### config.mk
export PLATFORM = sky130hd
export DESIGN_NAME = disp_mux_scheduler
export DESIGN_NICKNAME = d
export VERILOG_FILES = /design/src/rtl/disp_mux_scheduler.sv
export SDC_FILE = /design/constraint.sdc
export NUM_CORES = 1
export LEC_CHECK = 0
export ABC_CLOCK_PERIOD_IN_PS = 2400
export CORE_ASPECT_RATIO = 1.4
export CORE_MARGIN = 1.5
export CORE_UTILIZATION = 45
export DETAILED_ROUTE_END_ITERATION = 10
export PLACE_DENSITY = 0.69
export SLEW_MARGIN = 0
export SYNTH_ARGS = -nofsm -noshare
export SYNTH_HDL_FRONTEND = slang
export SYNTH_SLANG_ARGS = --single-unit
### constraint.sdc
create_clock -name clk -period 2.4 [get_ports clk]
set_clock_uncertainty 0.05 [all_clocks]
set_input_delay 0.48 -clock clk [delete_from_list [all_inputs] [get_ports clk]]
set_output_delay 0.48 -clock clk [all_outputs]
set_load 0.03 [all_outputs]
### src/rtl/disp_mux_scheduler.sv
// disp_mux_scheduler: time-multiplexes four hex digits onto one active-low 7-seg + DP bus,
// with per-slot blanking dead-time and a once-per-frame input snapshot.
module disp_mux_scheduler #(
    parameter int N            = 18,
    parameter int BLANK_CYCLES = 64
) (
    input  logic       clk,
    input  logic       reset,
    input  logic [3:0] hex0,
    input  logic [3:0] hex1,
    input  logic [3:0] hex2,
    input  logic [3:0] hex3,
    input  logic [3:0] dp_in,
    input  logic [3:0] en,
    output logic [3:0] an,
    output logic [7:0] sseg,
    output logic       frame_start
);
    localparam logic [N-3:0] BLANK = BLANK_CYCLES[N-3:0];
    localparam logic [6:0] SEG [16] = '{
        7'h40, 7'h79, 7'h24, 7'h30, 7'h19, 7'h12, 7'h02, 7'h78,
        7'h00, 7'h10, 7'h08, 7'h03, 7'h46, 7'h21, 7'h06, 7'h0E
    };
    logic [N-1:0] q;
    logic [15:0]  shadow_hex;
    logic [3:0]   shadow_dp;
    logic [3:0]   shadow_en;
    logic [1:0]   d;
    logic [N-3:0] o;
    logic [3:0]   cur_hex;
    logic         show;
    assign d       = q[N-1:N-2];
    assign o       = q[N-3:0];
    assign cur_hex = shadow_hex[{d, 2'b00} +: 4];
    // Dead-time at slot start also hides the stale shadow while q==0 reloads it.
    assign show    = (o >= BLANK) && shadow_en[d];
    always_ff @(posedge clk) begin
        if (reset) begin
            q           <= '0;
            shadow_hex  <= '0;
            shadow_dp   <= '0;
            shadow_en   <= '0;
            an          <= 4'b1111;
            sseg        <= 8'hFF;
            frame_start <= 1'b0;
        end else begin
            q           <= q + 1'b1;
            an          <= show ? ~(4'b0001 << d) : 4'b1111;
            sseg        <= show ? {~shadow_dp[d], SEG[cur_hex]} : 8'hFF;
            frame_start <= (q == '0);
            if (q == '0) begin
                shadow_hex <= {hex3, hex2, hex1, hex0};
                shadow_dp  <= dp_in;
                shadow_en  <= en;
            end
        end
    end
endmodule

Yosys cells after proc, flatten, opt, wreduce, memory -nomap -nowiden

Memory sizes are Yosys's and may differ from the RTL's. A register that Yosys moved wholly into a read port is not among the register bits.
Index checks and enable logic that the tools add are counted.

Register bits: 55
ROM bits: 112
Input port bits: 26
Output and inout bits: 13
Logic and storage cells: 27
Memories kept: 1

Add/subtract/negate cells: 1
Magnitude comparators: 3
Shifts and indexed selects: 2
Mux-type cells: 6
Bitwise logic cells: 4
Reduce and logical (&&, ||, !) cells: 3

Memories:

| memory          | words | width | read ports | clocked after memory_dff | write ports | RTL line | RTL |
|---|---|---|---|---|---|---|---|
| (no name shown) | 16    | 7     | 1          | 1                        | 0           | 49       | `sseg <= show ? {~shadow_dp[d], SEG[cur_hex]} : 8'hFF;` |

Operators by type and width:

| operator                                                                              | number |
|---|---|
| 18-bit by 1-bit adder with 18-bit output (second input constant)                      | 1 |
| 18-bit logical NOT                                                                    | 1 |
| 16-bit by 7-bit greater-or-equal comparator with 1-bit output (second input constant) | 1 |
| 16-bit by 5-bit indexed part select with 4-bit output                                 | 1 |
| 7-bit two-way mux                                                                     | 2 |
| 5-bit greater-or-equal comparator (second input constant)                             | 1 |
| 4-bit inverter with 5-bit output                                                      | 1 |
| 1-bit binary-select mux with 2-bit select                                             | 2 |
| 4-bit inverter                                                                        | 1 |
| 1-bit by 2-bit << shifter with 4-bit output (first input constant)                    | 1 |
| 2-bit by 3-bit less-than comparator with 1-bit output (second input constant)         | 1 |
| 1-bit two-way mux                                                                     | 2 |
| 1-bit inverter                                                                        | 2 |
| 2-bit OR reduction                                                                    | 1 |
| 1-bit logical AND                                                                     | 1 |

Longest topological paths before layout

Depth after elaboration: 5
Depth in mapped cells: 9
Gate-level depth less buffers: 7

Least setup slack after synthesis

No wires, ideal clock.

Kind: reg2reg
From: register q[16]
To: register sseg[0]
Setup time: 0.069 ns
Arrival time: 2.060 ns
Data required time: 2.281 ns
Path slack: 0.221 ns
Stages on the path, launching flop included: 10
Buffers on the path: 2
Clock period less this slack: 2.179 ns
Path through: dfxtp_1 buf_6 buf_12 mux4_2 inv_1 ha_1 mux2i_1 o2bb2ai_1 mux2_2 o21ai_1

Word-level cells in the longest chain between the ends: 5
Elaborated cells between the ends (all ways): 7
Classes of those cells: shift (1); mux (2); bitwise (2); reduce/logical (2)

RTL lines:

| element                                   | RTL line | RTL |
|---|---|---|
| start, declared                           | 24       | `logic [N-1:0] q;` |
| start signal, assigned                    | 47       | `q <= q + 1'b1;` |
| 1-bit binary-select mux with 2-bit select | 36       | `assign show = (o >= BLANK) && shadow_en[d];` |
| 1-bit two-way mux (implied by the code)   | 36       |  |
| 1-bit logical AND                         | 36       |  |
| 1-bit inverter (no line)                  | n/a      |  |
| 2-bit OR reduction (no line)              | n/a      |  |
| end, declared                             | 16       | `output logic [7:0] sseg,` |

Parallel ways exist; a longest one is shown, timed or not. The select of a mux whose other input is x is not followed.
A chain may end at the register's enable or synchronous reset.

Worst setup path in the final report

Same ends and word-level chain as after synthesis.

==> out/metrics.json <==
{
  "outcome": {"value": "finished, final reports clean"},
  "tightest_slew": {"value": 0.4604, "unit": "ns"},
  "worst-path-buf-inv": {"value": 1},
  "critPathArrivalTime": {"value": 2.42, "unit": "ns"},
  "ctsResizeCount": {"value": 0},
  "synth_seq_area_share": {"value": 0.4270},
  "grt_pass1_vias": {"value": 2014},
  "synth_top_cells_by_count": {"value": "sky130_fd_sc_hd__dfxtp_1, sky130_fd_sc_hd__nand2_1, sky130_fd_sc_hd__nor2_1"},
  "top_signal_layer_used": {"value": "met4"},
  "worst_setup_hold_path_clk_slew": {"value": 0.10, "unit": "ns"},
  "postRouteWirelength": {"value": 5331, "unit": "um"},
  "post-synth-top-count-cell": {"value": "sky130_fd_sc_hd__dfxtp_1"},
  "postCtsSetupRepairBufs": {"value": 0},
  "wl_met3": {"value": 176, "unit": "um"},
  "yosys_warnings": {"value": 0},
  "critical_path_peak_fanout": {"value": 7},
  "drc_errors": {"value": 0},
  "tritoncts": {"value": "done"},
  "die-area": {"value": 0.006200, "unit": "sq mm"},
  "cts.sinks": {"value": 55},
  "die_y": {"value": 92.57, "unit": "um"},
  "unrepaired_setup_endpoints_after_global_routing": {"value": "false"},
  "ys_top_cells_by_area": {"value": "sky130_fd_sc_hd__dfxtp_1, sky130_fd_sc_hd__a21oi_1, sky130_fd_sc_hd__nand2_1, sky130_fd_sc_hd__mux2i_1, sky130_fd_sc_hd__o21ai_0"},
  "tritoncts.num_buffers": {"value": 5},
  "max_slew_vio_count": {"value": 0},
  "dieWidth": {"value": 66.98, "unit": "um"},
  "detail-route-antenna-nets": {"value": 0},
  "dp_hpwl": {"value": 4041, "unit": "um"},
  "synth_seq_cells": {"value": 55},
  "max-clock-path-buffers": {"value": 2},
  "routed_wl_per_cell": {"value": 14.10, "unit": "um"},
  "area_delta_synth_final": {"value": 20.82, "unit": "%"},
  "crit_path_cell_trace": {"value": "mux4_2 > inv_1 > ha_1 > mux2i_1 > o2bb2ai_1 > mux2_2 > o21ai_1"},
  "max_cap_check_violation_count": {"value": 0},
  "row_count": {"value": 32},
  "power.ir.vdd_worst": {"value": 416.6, "unit": "uV"},
  "pwr_density_cell": {"value": 606.4, "unit": "mW/mm^2"},
  "cts-hold-fix-buffers": {"value": 0},
  "port_buffers": {"value": 38},
  "register_area": {"value": 0.001101, "unit": "sq mm"},
  "worst_hold_path_type": {"value": "flop to flop"},
  "post_synth_instance_area": {"value": 0.002579, "unit": "sq mm"},
  "core": {"value": 0.005525, "unit": "sq mm"},
  "gp_congestion": {"value": 0.8401},
  "grt_overflow": {"value": 0},
  "synthesis.instances": {"value": 271},
  "grt_util_all_layers": {"value": 0.1912},
  "synth.avg_cell_area": {"value": 9.516, "unit": "sq um"},
  "final.setup.tns": {"value": 0, "unit": "ns"},
  "post-synth-top-area-cell": {"value": "sky130_fd_sc_hd__dfxtp_1"},
  "final_period_minus_worst_setup_slack": {"value": 2.221, "unit": "ns"},
  "drt_pass1_iterations": {"value": 4},
  "largest_net_degree_at_the_start_of_global_routing": {"value": 24},
  "synth_async_sr_flop_share": {"value": 0},
  "min_delay_path_depth": {"value": 2},
  "layout_utilization": {"value": 0.5639},
  "post-synth-top-area-fraction": {"value": 0.4270},
  "dr_total_vias": {"value": 2030},
  "relSlewSlack": {"value": 0.6843},
  "fill_cells": {"value": 528},
  "drt_first_iter_violations": {"value": 85},
  "period_share": {"value": 0.9252},
  "finalSetupViolCount": {"value": 0},
  "drive_above_1_share": {"value": 0.1161},
  "crit_path_start_kind": {"value": "flop"},
  "num_antenna_cells": {"value": 0},
  "clk_latency": {"value": 0.31, "unit": "ns"},
  "hold_worst_slack": {"value": 0.4291, "unit": "ns"},
  "synth_flop_cell": {"value": "sky130_fd_sc_hd__dfxtp_1"},
  "yosysUniqueCellTypes": {"value": 44},
  "floorplan.io_pins": {"value": 39},
  "grt_pass1_wl": {"value": 9177, "unit": "um"},
  "initial_core_util": {"value": 0.4667},
  "critPathSlowestCell": {"value": "sky130_fd_sc_hd__mux4_2"},
  "worst_path_largest_cell_delay": {"value": 0.61, "unit": "ns"},
  "antenna_found_initial": {"value": 0},
  "reg2reg_slack": {"value": 0.18, "unit": "ns"},
  "multiInputGateArea": {"value": 0.001350, "unit": "sq mm"},
  "ctsHtreeMaxLevel": {"value": 2},
  "synth-edff-count": {"value": 0},
  "timing.critical_path.depth": {"value": 7},
  "crit_path_end_kind": {"value": "flop"},
  "wl_met1": {"value": 2209, "unit": "um"},
  "mappedNetlistNets": {"value": 305},
  "root_buffer": {"value": "sky130_fd_sc_hd__clkbuf_8"},
  "timing_hold_violations_final": {"value": 0},
  "critical_path_required": {"value": 2.60, "unit": "ns"},
  "crit_type": {"value": "flop to flop"},
  "layout.nets": {"value": 343},
  "worstRegToRegCells": {"value": 7},
  "detail_route.vias_per_cell": {"value": 5.370},
  "timing.critical_path.max_delay_family": {"value": "multiplexers"},
  "leakage": {"value": 1.150, "unit": "nW"},
  "met2_routed_length": {"value": 2746, "unit": "um"},
  "fmax": {"value": 450.3, "unit": "MHz"}
}
-- sequential cells by signal, summed over array words and instances, names as in the netlist --
signal       count
q               18
shadow_hex      16
sseg             8
an               4
shadow_dp        4
shadow_en        4
frame_start      1
-- worst paths after layout --
check	startpoint	end
worst min-delay path	shadow_hex[13]	shadow_hex[13]
worst max register to register	q[16]	sseg[0]
worst max-delay path	q[16]	sseg[0]
worst min register to register	shadow_hex[13]	shadow_hex[13]
-- power by group --
group / switching, W / internal (W)
Clock: 0.000307 / 0.000311
Combinational: 0.000144 / 0.000134
Sequential: 0.0000358 / 0.000957
-- cell type report --
class	instances	share of cell area
flip-flops and latches	55	0.3534
multi-input cells	194	0.4333
clock buffers	5	0.02209
inverters	7	0.008434
clock inverters	3	0.01406
well taps	68	0.02731
repair buffers	46	0.1414
-- kinds of logic after synthesis --
kind of cell / count (synthesis) / share of synthesized area
flip-flops: 55 / 0.4270
AND/OR/NAND/NOR: 91 / 0.1853
XOR/XNOR: 16 / 0.05434
adder cells (fa/ha/maj): 8 / 0.03882
multiplexers: 21 / 0.1150
AO/OA/AOI/OAI: 58 / 0.1300
buffers and inverters: 22 / 0.04949
-- cell usage in the layout (no fill, tap or decap), drive strengths merged, types with 6 or more instances in the layout --
cell,instances
nor3,6
nand2,30
dfxtp,55
xor2,8
nand3,11
mux2i,14
inv,7
xnor2,8
nor2,27
ha,8
a21oi,24
buf,8
o21ai,23
clkdlybuf4s50,38
-- stage by stage --
| step | total power, W | instances | worst slack (ns) | instance area (sq um) |
|---|---|---|---|---|
| after global routing | 0.001982 | 378 | 0.005572 | 3115 |
| after global placement | 0.001288 | 370 | 0.2491 | 3003 |
| final | 0.001889 | 378 | 0.1795 | 3115 |
| after detailed placement | 0.001294 | 370 | 0.1868 | 3003 |
| after CTS | 0.001907 | 378 | 0.1705 | 3115 |
| after floorplan | 0.001200 | 271 | 0.2212 | 2579 |
-- worst reg2reg max path: stages, from the launching register on --
cell	delay, ns
sky130_fd_sc_hd__dfxtp_1	0.45
sky130_fd_sc_hd__mux4_2	0.61
sky130_fd_sc_hd__inv_1	0.13
sky130_fd_sc_hd__ha_1	0.30
sky130_fd_sc_hd__mux2i_1	0.12
sky130_fd_sc_hd__o2bb2ai_1	0.13
sky130_fd_sc_hd__mux2_2	0.26
sky130_fd_sc_hd__o21ai_1	0.12
-- routing by layer --
metal | vias to the layer above | track usage
li1 | 1020 | -
met4 | 0 | 0.08844
met1 | 951 | 0.2122
met2 | 43 | 0.3367
met3 | 16 | 0.04374
met5 | - | 0
No activity file was read; power rests on OpenSTA's default activity.
